**src/rtl/dmem_responder.sv**
```systemverilog
// Data-memory responder: serves one load/store at a time from a word array after
// a fixed number of wait states, stalling the pipeline and pulsing rvalid/err on completion.
module dmem_responder #(
  parameter int DEPTH   = 32,
  parameter int LATENCY = 2,
  parameter int CNT_W   = 16
) (
  input  logic             clk_i,
  input  logic             rst_i,
  input  logic [31:0]      req_addr_i,
  input  logic             req_read_i,
  input  logic             req_write_i,
  input  logic [31:0]      req_wdata_i,
  output logic             stall_o,
  output logic [31:0]      rdata_o,
  output logic             rvalid_o,
  output logic             err_o,
  output logic [CNT_W-1:0] rd_count_o,
  output logic [CNT_W-1:0] wr_count_o,
  output logic [1:0]       dbg_state_o
);

  localparam int AW = $clog2(DEPTH);
  localparam logic [3:0] CNT_INIT = 4'(LATENCY - 1);

  // Handshake: a request (read|write) is taken in IDLE; stall_o stays high from the
  // accept cycle through the execute cycle, and the one DONE cycle with stall_o=0
  // lets the pipeline advance while request inputs are ignored.
  typedef enum logic [1:0] {
    IDLE = 2'd0,
    BUSY = 2'd1,
    DONE = 2'd2
  } state_e;

  state_e            state_q, state_d;
  logic [3:0]        cnt_q, cnt_d;
  logic [AW-1:0]     addr_q;
  logic [31:0]       wdata_q;
  logic              is_read_q;
  logic              is_err_q;
  logic [31:0]       mem_q [DEPTH];
  logic [31:0]       rdata_q;
  logic              rvalid_q;
  logic              err_q;
  logic [CNT_W-1:0]  rd_cnt_q;
  logic [CNT_W-1:0]  wr_cnt_q;

  logic req;
  logic bad_req;
  logic accept;
  logic exec;
  logic stall;

  assign req     = req_read_i | req_write_i;
  // Any address bit above the word index means the index would exceed DEPTH.
  assign bad_req = (req_read_i & req_write_i) | (req_addr_i[1:0] != 2'b00)
                 | (|req_addr_i[31:AW+2]);
  assign accept  = (state_q == IDLE) && req;

  always_comb begin
    state_d = state_q;
    cnt_d   = cnt_q;
    stall   = 1'b0;
    exec    = 1'b0;
    case (state_q)
      IDLE: begin
        if (req) begin
          stall   = 1'b1;
          state_d = BUSY;
          cnt_d   = CNT_INIT;
        end
      end
      BUSY: begin
        stall = 1'b1;
        if (cnt_q != 4'd0) begin
          cnt_d = cnt_q - 4'd1;
        end else begin
          exec    = 1'b1;
          state_d = DONE;
        end
      end
      DONE: begin
        state_d = IDLE;
      end
      default: begin
        state_d = IDLE;
      end
    endcase
  end

  always_ff @(posedge clk_i) begin
    if (rst_i) begin
      state_q   <= IDLE;
      cnt_q     <= 4'd0;
      addr_q    <= '0;
      wdata_q   <= '0;
      is_read_q <= 1'b0;
      is_err_q  <= 1'b0;
      rdata_q   <= '0;
      rvalid_q  <= 1'b0;
      err_q     <= 1'b0;
      rd_cnt_q  <= '0;
      wr_cnt_q  <= '0;
      for (int i = 0; i < DEPTH; i++) begin
        mem_q[i] <= '0;
      end
    end else begin
      state_q <= state_d;
      cnt_q   <= cnt_d;
      if (accept) begin
        addr_q    <= req_addr_i[AW+1:2];
        wdata_q   <= req_wdata_i;
        is_read_q <= req_read_i;
        is_err_q  <= bad_req;
      end
      if (state_q == DONE) begin
        rvalid_q <= 1'b0;
        err_q    <= 1'b0;
      end
      if (exec) begin
        if (is_err_q) begin
          err_q <= 1'b1;
        end else if (is_read_q) begin
          rdata_q  <= mem_q[addr_q];
          rvalid_q <= 1'b1;
          if (rd_cnt_q != '1) rd_cnt_q <= rd_cnt_q + 1'b1;
        end else begin
          mem_q[addr_q] <= wdata_q;
          if (wr_cnt_q != '1) wr_cnt_q <= wr_cnt_q + 1'b1;
        end
      end
    end
  end

  assign stall_o     = stall & ~rst_i;
  assign rdata_o     = rdata_q;
  assign rvalid_o    = rvalid_q;
  assign err_o       = err_q;
  assign rd_count_o  = rd_cnt_q;
  assign wr_count_o  = wr_cnt_q;
  assign dbg_state_o = state_q;

endmodule

```
**config.mk**
```make
export PLATFORM = sky130hd
export DESIGN_NAME = dmem_responder
export DESIGN_NICKNAME = d
export VERILOG_FILES = /design/src/rtl/dmem_responder.sv
export SDC_FILE = /design/constraint.sdc
export NUM_CORES = 2
export LEC_CHECK = 0
export ABC_CLOCK_PERIOD_IN_PS = 3400
export CORE_AREA = 2 2 324 326
export CTS_BUF_LIST = sky130_fd_sc_hd__clkbuf_4 sky130_fd_sc_hd__clkbuf_8
export DETAILED_ROUTE_END_ITERATION = 8
export DIE_AREA = 0 0 326 328
export PLACE_DENSITY = 0.68
export SLEW_MARGIN = 20
export SYNTH_ARGS = -nofsm -noshare
export SYNTH_HDL_FRONTEND = slang
export SYNTH_SLANG_ARGS = --single-unit
```
**constraint.sdc**
```tcl
create_clock -name clk_i -period 3.4 [get_ports clk_i]
set_input_delay 0.85 -clock clk_i [delete_from_list [all_inputs] [get_ports clk_i]]
set_output_delay 0.85 -clock clk_i [all_outputs]
set_load 0.05 [all_outputs]
```
==> impl_metrics.json <==
{
  "io_pins": 137,
  "post-dp-hpwl_microns": 93500,
  "gp_congestion": 0.917,
  "hold_start": "rst_i",
  "status": "complete, no violations",
  "die_h_microns": 328,
  "yosys_warnings": 0,
  "cts_tree": "built",
  "p_sw_frac": 0.256,
  "synth_largest_area_cell": "edfxtp_1",
  "min_to": "rdata_o[10]$_SDFFE_PP0P_",
  "clock-sinks": 1135,
  "yosys-top-cells-count": "and2_1, edfxtp_1, mux2i_1",
  "row_count": 118,
  "fin_util": 0.565,
  "clock.fmax_ghz": 0.295,
  "drt.antenna.violating_nets": 0,
  "cts_root_buf": "clkbuf_8",
  "r2r_end": "rdata_o[8]$_SDFFE_PP0P_",
  "yosys-top-cells-area": "edfxtp_1, and2_1, mux2i_1",
  "final_layout_size_suffix_gt1_frac": 0.175,
  "final_cell_count_no_fill": 5385,
  "async_flop_share": 0,
  "clock_skew_ns": 0.0628,
  "hold_depth": 2,
  "synth_edf_count": 1024,
  "fin_crit_ns": 3.39,
  "avgRoutedWirePerCell_microns": 27.8,
  "synth_top_area_share": 0.600,
  "drt_iter0_markers": 3596,
  "port_buffers": 136,
  "start_kind": "register",
  "crit_family": "simple AND/OR/NAND/NOR gates",
  "grt_pass1_wl_microns": 216000,
  "seq_area_frac_synth": 0.644,
  "p_clk_frac": 0.381,
  "cts_buffers": 184,
  "required_ns": 4.11,
  "ys_types": 59,
  "rsz0062_at_grt": "false",
  "dr_wl_met2_microns": 70500,
  "clkTransAtPathRegs_ns": 0.06,
  "syn_area_per_cell_sq_um": 14.0,
  "place_ws_ns": 0.0247,
  "min_period_over_period": 0.996,
  "setup_ws_ns": 0.0130,
  "drv_cap": 0,
  "synth_area_sq_mm": 0.0512,
  "synth_cells": 3669,
  "antenna_found_initial": 5,
  "die-area_sq_mm": 0.107,
  "cts_max_level": 4,
  "synth_nets": 3741,
  "design.core.area_sq_mm": 0.103,
  "start_util": 0.496,
  "timing.final.max_slew_violations": 0,
  "ir_drop_mv": 0.348,
  "hp-class": "input pin to register",
  "grt_pass1_vias": 31200,
  "overflow": 0,
  "hold_viol_final": 0,
  "crit_path_max_fanout": 16,
  "seqPwrFrac": 0.516,
  "wl_microns": 150000,
  "slew_headroom": 0.325,
  "fin_setup_tns_ns": 0,
  "synth_seq_cells": 1135,
  "vias": 31800,
  "layout.nets": 3932,
  "p_total_uw": 31200,
  "area_growth_pct": 13.8,
  "firstDrtPassIters": 8,
  "timing_worst_setup_path_type": "register to register",
  "leakage_uw": 0.0208,
  "numPlacedInstances": 5053,
  "drc": 0,
  "grtUsageTotal": 0.279,
  "cts_buffer_depth": 3,
  "cts_hold_buf": 0,
  "end_kind": "register",
  "worst-path-buf-inv": 2,
  "p_int_uw": 23200,
  "viasPerCell": 5.90,
  "rr_startpoint": "addr_q[4]$_SDFFE_PP0P_",
  "r2r_setup_slack_ns": 0.01,
  "cp_slowest_stage_delay_ns": 0.78,
  "combPwrFrac": 0.103,
  "synth.most_common_cell": "and2_1",
  "setup_viol": 0,
  "tightest_slew_ns": 1.00,
  "met3_wirelength_microns": 14100,
  "power_switching_uw": 7990,
  "insertion_delay_ns": 0.86,
  "cp_slowest_cell": "dfxtp_1",
  "synth_flop_cell": "edfxtp_1",
  "cp.arrival_ns": 4.10,
  "crit_chain": "buf_4 > or4_1 > buf_4 > o22ai_1 > or4_1 > a31oi_1 > a311oi_1",
  "wl_met1_microns": 58900,
  "cellPowerDensity_mw_per_mm2": 535,
  "topRoutingLayerUsed": "met5",
  "fp.dieW_microns": 326,
  "reg2reg_depth": 7,
  "grt_max_degree": 105
}
layer usage:
layer  GRT usage  up-vias
li1            -    13800
met1       0.371    16000
met2       0.449     1688
met3      0.0589      312
met4       0.115        2
met5           0        -
registers in the layout, indices dropped and copies added, names as in the netlist:
signal	count
err_o	1
is_read_q	1
dbg_state_o	2
mem_q	1024
cnt_q	4
rvalid_o	1
rd_count_o	16
rdata_o	32
is_err_q	1
wr_count_o	16
wdata_q	32
addr_q	5
metrics by stage:
stage | hold slack (ns) | area [sq um]
2_1_floorplan | 0.459 | 51200
6_report | 0.385 | 58300
4_1_cts | 0.302 | 58200
3_3_place_gp | 0.447 | 54500
5_1_grt | 0.354 | 58300
3_5_place_dp | 0.450 | 54500
how the worst max path moves through the flow:
stage                            from                  endpoint  slack (ns)  cells past startpoint
5_1_grt        addr_q[4]$_SDFFE_PP0P_  rdata_o[20]$_SDFFE_PP0P_        0.04                      7
6_report       addr_q[4]$_SDFFE_PP0P_   rdata_o[8]$_SDFFE_PP0P_        0.01                      7
3_3_place_gp   addr_q[4]$_SDFFE_PP0P_  rdata_o[22]$_SDFFE_PP0P_        0.05                      6
4_1_cts        addr_q[2]$_SDFFE_PP0P_  rdata_o[22]$_SDFFE_PP0P_        0.01                      7
2_1_floorplan                   rst_i                   stall_o        0.23                      3
3_5_place_dp   addr_q[4]$_SDFFE_PP0P_  rdata_o[22]$_SDFFE_PP0P_        0.02                      6
power by group through the flow:
stage / clock network [uW] / logic (uW) / registers, uW
2_1_floorplan: 0 / 1810 / 16200
3_3_place_gp: 0 / 3140 / 16300
3_5_place_dp: 0 / 3160 / 16400
4_1_cts: 12000 / 3170 / 16100
5_1_grt: 12600 / 3320 / 16100
6_report: 11900 / 3210 / 16100
cells in the final DEF, fill, tap and decap left out, types with 5 or more instances in the layout:
master,Yosys,final
edfxtp_1,1024,1024
and4_1,10,10
a32oi_1,5,5
or2_2,32,32
nand2b_1,5,5
a311oi_1,17,17
o22ai_1,128,128
clkbuf_4,0,84
nor2_4,19,19
clkdlybuf4s50_1,0,134
clkinv_1,1,33
a21oi_1,54,54
a31oi_1,18,18
dfxtp_2,0,15
buf_4,30,182
nor2_2,9,12
nor4_1,27,27
nand4_1,8,8
mux4_2,95,95
clkbuf_8,0,191
a22oi_1,44,44
nand3_1,13,13
nor3_1,16,14
a211oi_1,10,10
buf_12,0,30
nand4b_1,5,5
dfxtp_1,111,94
mux2i_1,323,323
and2_1,1026,1026
nor2_1,73,70
o21ai_0,11,11
a2111oi_0,6,6
or4_1,24,24
inv_1,10,10
xnor2_1,24,24
a221oi_1,23,23
clkinv_2,0,5
or3_1,6,5
nand2_1,106,106
kinds of logic after synthesis:
group,Yosys count,synth area share
multiplexers,418,0.105
adder cells (fa/ha/maj),4,0.000977
buffers and inverters,353,0.0352
AO/OA/AOI/OAI,323,0.0419
XOR/XNOR,24,0.00410
AND/OR/NAND/NOR,1412,0.169
flip-flops,1135,0.644
what timing repair did:
action,in CTS,in global routing
cloned,0,0
hold endpoints to repair,0,0
resized for setup,1,2
buffers inserted,0,1
setup endpoints to repair,1,4
cell type report:
type	count	area (sq um)
multi-input combinational	2181	16500
timing repair buffer	347	3340
sequential	1135	33000
tap	1380	1730
antenna	2	5.00
inverter	11	41.3
clock inverter	54	399
fill	8132	44900
clock buffer	275	3260
(Power assumes the default switching activity.)
